[config.mk]
export PLATFORM = sky130hd
export DESIGN_NAME = matmul_stream_accel
export DESIGN_NICKNAME = d
export VERILOG_FILES = /design/src/rtl/matmul_pkg.sv /design/src/rtl/matmul_postproc.sv /design/src/rtl/matmul_stream_accel.sv
export SDC_FILE = /design/constraint.sdc
export NUM_CORES = 2
export LEC_CHECK = 0
export ABC_AREA = 1
export CAP_MARGIN = 10
export CORE_MARGIN = 8
export CORE_UTILIZATION = 32
export DETAILED_ROUTE_END_ITERATION = 12
export SKIP_CTS_REPAIR_TIMING = 1
export SYNTH_ARGS = -nofsm -noshare
export SYNTH_HDL_FRONTEND = slang
export SYNTH_SLANG_ARGS = --single-unit
export TNS_END_PERCENT = 5
[constraint.sdc]
create_clock -name clk -period 19.6 [get_ports clk]
set_input_delay 3.92 -clock clk [delete_from_list [all_inputs] [get_ports clk]]
set_output_delay 3.92 -clock clk [all_outputs]
set_load 0.01 [all_outputs]
[src/rtl/matmul_pkg.sv]
// Shared types and index helpers for the streaming matrix-multiply accelerator.
package matmul_pkg;

  typedef enum logic [1:0] {IDLE, COMPUTE, POST, DONE} state_t;

  localparam int CNT_W = 16;

  // Bit width needed to index n items, never below 1 so DIM=1 still gets a counter.
  function automatic int clog2_min1(input int n);
    int r;
    r = 0;
    for (int p = 1; p < n; p = p * 2) r++;
    return (r < 1) ? 1 : r;
  endfunction

  // Row-major flat element index.
  function automatic int elem_idx(input int row, input int col, input int dim);
    return row * dim + col;
  endfunction

endpackage

[src/rtl/matmul_postproc.sv]
// Single-element post-processing: optional bias, ReLU, rounding right shift,
// then clamp (or truncate) to OUT_W with a clamped indicator.
module matmul_postproc #(
  parameter int ACC_W    = 32,
  parameter int OUT_W    = 16,
  parameter int SATURATE = 1,
  parameter int SHIFT_W  = 5
) (
  input  logic [ACC_W-1:0]   acc,
  input  logic [ACC_W-1:0]   bias,
  input  logic               bias_en,
  input  logic               relu_en,
  input  logic [SHIFT_W-1:0] shift,
  output logic [OUT_W-1:0]   value,
  output logic               clamped
);
  // Two guard bits: one for the bias sum, one for the rounding increment.
  localparam int EW = ACC_W + 2;
  localparam logic signed [EW-1:0] MAXV = {{(EW-OUT_W+1){1'b0}}, {(OUT_W-1){1'b1}}};
  localparam logic signed [EW-1:0] MINV = {{(EW-OUT_W+1){1'b1}}, {(OUT_W-1){1'b0}}};

  logic signed [EW-1:0] acc_ext, bias_ext, s_sum, s_relu, s_rnd, s_shift;

  always_comb begin
    acc_ext  = EW'($signed(acc));
    bias_ext = bias_en ? EW'($signed(bias)) : EW'(0);
    s_sum    = acc_ext + bias_ext;
    s_relu   = (relu_en && s_sum[EW-1]) ? EW'(0) : s_sum;
    s_rnd    = (shift == '0) ? EW'(0) : (EW'(1) << (shift - 1'b1));
    s_shift  = (s_relu + s_rnd) >>> shift;
    value    = s_shift[OUT_W-1:0];
    clamped  = 1'b0;
    if (SATURATE != 0) begin
      if (s_shift > MAXV) begin
        value   = MAXV[OUT_W-1:0];
        clamped = 1'b1;
      end else if (s_shift < MINV) begin
        value   = MINV[OUT_W-1:0];
        clamped = 1'b1;
      end
    end
  end

endmodule

[src/rtl/matmul_stream_accel.sv]
// Streaming DIM x DIM signed matmul, one MAC per cycle, with valid/ready on both
// sides and a parallel post-processing stage feeding a held result register.
module matmul_stream_accel
  import matmul_pkg::*;
#(
  parameter int DIM      = 2,
  parameter int IN_W     = 8,
  parameter int ACC_W    = 32,
  parameter int OUT_W    = 16,
  parameter int SATURATE = 1,
  parameter int SHIFT_W  = 5
) (
  input  logic                       clk,
  input  logic                       rst,
  input  logic                       in_valid,
  output logic                       in_ready,
  input  logic [DIM*DIM*IN_W-1:0]    a_mat,
  input  logic [DIM*DIM*IN_W-1:0]    b_mat,
  input  logic [DIM*DIM*ACC_W-1:0]   bias_mat,
  input  logic                       bias_en,
  input  logic                       relu_en,
  input  logic [SHIFT_W-1:0]         shift,
  output logic                       out_valid,
  input  logic                       out_ready,
  output logic [DIM*DIM*OUT_W-1:0]   c_mat,
  output logic                       sat_flag,
  output logic [CNT_W-1:0]           cycle_count,
  output logic [CNT_W-1:0]           job_count
);
  localparam int NE    = DIM * DIM;
  localparam int IDX_W = clog2_min1(DIM);
  localparam int NE_W  = clog2_min1(NE);
  localparam logic [IDX_W-1:0] LAST = IDX_W'(DIM - 1);

  state_t state, next_state;

  logic [NE-1:0][IN_W-1:0]  a_q, b_q;
  logic [NE-1:0][ACC_W-1:0] bias_q, acc;
  logic                     bias_en_q, relu_en_q;
  logic [SHIFT_W-1:0]       shift_q;
  logic [IDX_W-1:0]         i_idx, j_idx, k_idx;
  logic [NE_W-1:0]          a_sel, b_sel, c_sel;
  logic signed [2*IN_W-1:0] prod;
  logic signed [ACC_W-1:0]  prod_ext;
  logic [NE-1:0][OUT_W-1:0] pp_value;
  logic [NE-1:0]            pp_clamped;
  logic                     accept, last_step;

  assign in_ready  = (state == IDLE);
  assign out_valid = (state == DONE);
  assign accept    = in_valid && in_ready;
  assign last_step = (i_idx == LAST) && (j_idx == LAST) && (k_idx == LAST);

  assign a_sel    = NE_W'(elem_idx(int'(i_idx), int'(k_idx), DIM));
  assign b_sel    = NE_W'(elem_idx(int'(k_idx), int'(j_idx), DIM));
  assign c_sel    = NE_W'(elem_idx(int'(i_idx), int'(j_idx), DIM));
  assign prod     = $signed(a_q[a_sel]) * $signed(b_q[b_sel]);
  assign prod_ext = ACC_W'(prod);

  always_ff @(posedge clk or posedge rst) begin
    if (rst) state <= IDLE;
    else     state <= next_state;
  end

  always_comb begin
    next_state = state;
    case (state)
      IDLE:    if (in_valid) next_state = COMPUTE;
      COMPUTE: if (last_step) next_state = POST;
      POST:    next_state = DONE;
      DONE:    if (out_ready) next_state = IDLE;
      default: next_state = IDLE;
    endcase
  end

  always_ff @(posedge clk or posedge rst) begin
    if (rst) begin
      a_q         <= '0;
      b_q         <= '0;
      bias_q      <= '0;
      bias_en_q   <= 1'b0;
      relu_en_q   <= 1'b0;
      shift_q     <= '0;
      acc         <= '0;
      i_idx       <= '0;
      j_idx       <= '0;
      k_idx       <= '0;
      c_mat       <= '0;
      sat_flag    <= 1'b0;
      cycle_count <= '0;
      job_count   <= '0;
    end else begin
      if (accept) begin
        a_q         <= a_mat;
        b_q         <= b_mat;
        bias_q      <= bias_mat;
        bias_en_q   <= bias_en;
        relu_en_q   <= relu_en;
        shift_q     <= shift;
        i_idx       <= '0;
        j_idx       <= '0;
        k_idx       <= '0;
        cycle_count <= '0;
      end
      if (state == COMPUTE) begin
        // k=0 restarts the element so no separate clear pass is needed.
        acc[c_sel]  <= ((k_idx == '0) ? '0 : acc[c_sel]) + prod_ext;
        cycle_count <= cycle_count + 1'b1;
        if (k_idx == LAST) begin
          k_idx <= '0;
          if (j_idx == LAST) begin
            j_idx <= '0;
            i_idx <= i_idx + 1'b1;
          end else begin
            j_idx <= j_idx + 1'b1;
          end
        end else begin
          k_idx <= k_idx + 1'b1;
        end
      end
      if (state == POST) begin
        c_mat    <= pp_value;
        sat_flag <= |pp_clamped;
      end
      if (state == DONE && out_ready) job_count <= job_count + 1'b1;
    end
  end

  for (genvar e = 0; e < NE; e++) begin : g_pp
    matmul_postproc #(
      .ACC_W(ACC_W), .OUT_W(OUT_W), .SATURATE(SATURATE), .SHIFT_W(SHIFT_W)
    ) u_pp (
      .acc(acc[e]), .bias(bias_q[e]), .bias_en(bias_en_q), .relu_en(relu_en_q),
      .shift(shift_q), .value(pp_value[e]), .clamped(pp_clamped[e])
    );
  end

endmodule

==> results by group <==
Status
  – Outcome: finished clean

Clocking
  – Clk Latency, worst-skew pair: between 0.7 and 0.8 ns
  – Root Driver: clkbuf_16
  – CTS tree: done
  – CTS buffer count: 56
  – Sink Count: about 430
  – Reg clk slew, reported paths: around 0.060 ns
  – Bufs on Longest Clock Path: 3
  – H-tree depth: 2

Synthesis
  – EDFF count, synth: 0
  – Share of the synthesized area in the top cell type: a little under a quarter
  – Synth Register Bits: between 400 and 500
  – Warnings from Yosys: 0
  – Predominant post-synthesis flop cell: dfrtp_1
  – Post-synthesis sequential area ratio: between 20% and 30%
  – Biggest area consumer among synthesized cells: dfrtp_1
  – Mean Syn Cell Area: between 6 and 7 um^2
  – Mapped cell area: around 46000 um^2
  – Post-Syn Instances: between 6k and 7k
  – Post-synth top cells: nand2_1 (1940), inv_1 (809), nand3_1 (605), nor2_1 (542), a21oi_1 (447)
  – Async S/R FF share, synth: 100%
  – Most instantiated library cell after synthesis: nand2_1
  – Synth cell types: 80
  – Synth top area cells: dfrtp_1 (23%), nand2_1 (16%), ha_1 (8.8%)

Routing
  – Vias per cell: roughly 5.1
  – DRC: 0
  – Routed WL: ~170 mm
  – Initial drt markers: about 4.1k
  – Avg WL per Cell: about 19 um
  – Post-DRT Antenna Nets: 0
  – Via count: around 46k
  – Drt pass-1 iters: 6

Timing
  – Slew headroom: 26.3%
  – Final setup margin: approximately 11 ns
  – Final period util: between 40% and 50%
  – Final Hold Vio Count: 0
  – Slew Limit Fails: 0
  – Crit path time final: roughly 8.5 ns
  – Setup TNS: 0 ns
  – Worst Clk Skew: between 0.05 and 0.06 ns
  – Fmax: around 0.12 GHz
  – Final setup viols: 0
  – RSZ-0062 raised after global routing: false
  – Worst-Margin Slew: approximately 1.1 ns
  – Hold_ws: 0.475 ns

Floorplan
  – Die Y: around 390 um
  – Initial Util: about a third
  – Core ar.: 143000 um^2
  – Ports: 302
  – DIE AREA: ~160000 um^2
  – Die width: between 300 and 400 um
  – Row count: around 140

Setup path
  – Most frequent CP cell: a21oi_1
  – Nature of the critical path endpoint: flip-flop
  – CP arrival: between 9 and 10 ns
  – CP Data Required Time: 20.18 ns
  – Setup crit start kind: flip-flop
  – Crit-path slowest cell: dfrtp_1
  – Max FO, Critical Path: 22
  – Crit path largest cell delay: 0.83 ns
  – CP Class: flip-flop to flip-flop

Layout
  – Layout fillers: 15.5k
  – Reg area: about 11000 um^2
  – Area Overhead vs Synth: 14.4%
  – Fraction of layout cells with a size suffix above 1: 8.36%
  – Number of nets in the layout: roughly 7.6k
  – Footprint of the multi-input gates: 31000 um^2

Placed design
  – Pre-CTS setup slack: around 11 ns
  – PortBufs: 301
  – Detailed placement HPWL: 140 mm
  – RePlAce Congestion: between 0.9 and 1

Hold path
  – Hold Crit Class: flip-flop to flip-flop

GRT
  – Antenna violations before repair: 13
  – Largest net degree at the start of global routing: roughly 110
  – GRT overflow: 0
  – Number of global-route vias before repair: around 44k
  – First-pass GRT wire length: about 260 mm
  – Tot GR Track Use: about a fifth

Flow run
  – MaxCap Viol Count: 0
## state kept, by name, summed over array words and instances, names as in the netlist, 2 cells and up
| register | count |
|---|---|
| shift_q | 5 |
| job_count | 16 |
| b_q | 32 |
| cycle_count | 16 |
| state | 2 |
| a_q | 32 |
| bias_q | 128 |
| c_mat | 64 |
| acc | 128 |
## cells by family (layout without fill, tap and decap cells)
logic type | count (synthesis) | in the layout | share of synthesized area (%)
buffers and inverters | 1092 | 1268 | 9.23
AND/OR/NAND/NOR | 3360 | 3360 | 31.2
flip-flops | 429 | 429 | 23.4
other | 1 | 12 | 0.00817
multiplexers | 218 | 218 | 5.29
AO/OA/AOI/OAI | 1242 | 1242 | 15.8
adder cells (fa/ha/maj) | 386 | 386 | 11.6
XOR/XNOR | 185 | 185 | 3.53
## layout make-up
class	instances	area share, %
Antenna cell	8	0.0381
Clock buffer	70	2.94
Clock inverter	34	0.786
Inverter	828	5.96
Multi-Input combinational cell	5395	59.0
Sequential cell	429	20.5
Tap cell	1903	4.53
Timing Repair Buffer	336	6.24
## worst max-delay path: cells and delay by family (launching register included)
| kind | cells | cell delay, ns |
|---|---|---|
| and+or+nand+nor | 7 | 0.90 |
| DFF | 1 | 0.83 |
| AOI/OAI and AO/OA | 16 | 2.68 |
| adders and majority gates | 6 | 2.66 |
| buffers and inverters | 6 | 1.11 |
| xor gates and xnor gates | 1 | 0.18 |
## layer usage
metal / global-route usage [%] / wire (um)
met1: 28.7 / 78300
met4: 7.71 / 7360
met3: 3.04 / 9590
met5: 0 / 54
met2: 33.4 / 75300
## path summary, 6_finish.rpt
path / startpoint / end / slack (ns) / depth (start not counted)
max: j_idx / acc[30] / 11.09 / 36
min: job_count[15] / job_count[15] / 0.47 / 1
max reg2reg: j_idx / acc[30] / 11.09 / 36
min reg2reg: job_count[15] / job_count[15] / 0.47 / 1
max in group asynchronous: rst / bias_q[61] / 13.67 / 4
min in group asynchronous: rst / acc[104] / 3.79 / 2
## through the flow
stage	instance area [um^2]	cells	util, %
finish	52500	9003	36.7
global route	52500	8996	36.7
CTS	52500	8995	36.7
detailed placement	50500	8891	35.4
global placement	50500	8891	35.4
floorplan	45900	6916	-
## cells in the final DEF, fill, tap and decap left out, types with 66 or more instances in the layout
master           count
a21oi_1            447
clkdlybuf4s50_1    301
dfrtp_1            423
ha_1               321
inv_1              802
mux2_2             196
nand2_1           1939
nand3_1            605
nor2_1             539
o21ai_0            371
or2_2               69
xnor2_1             66
xor2_1             119
Power is left out: the tool's default activity adds up to more than one toggle a clock period on the data nets, which glitch-free logic cannot reach.
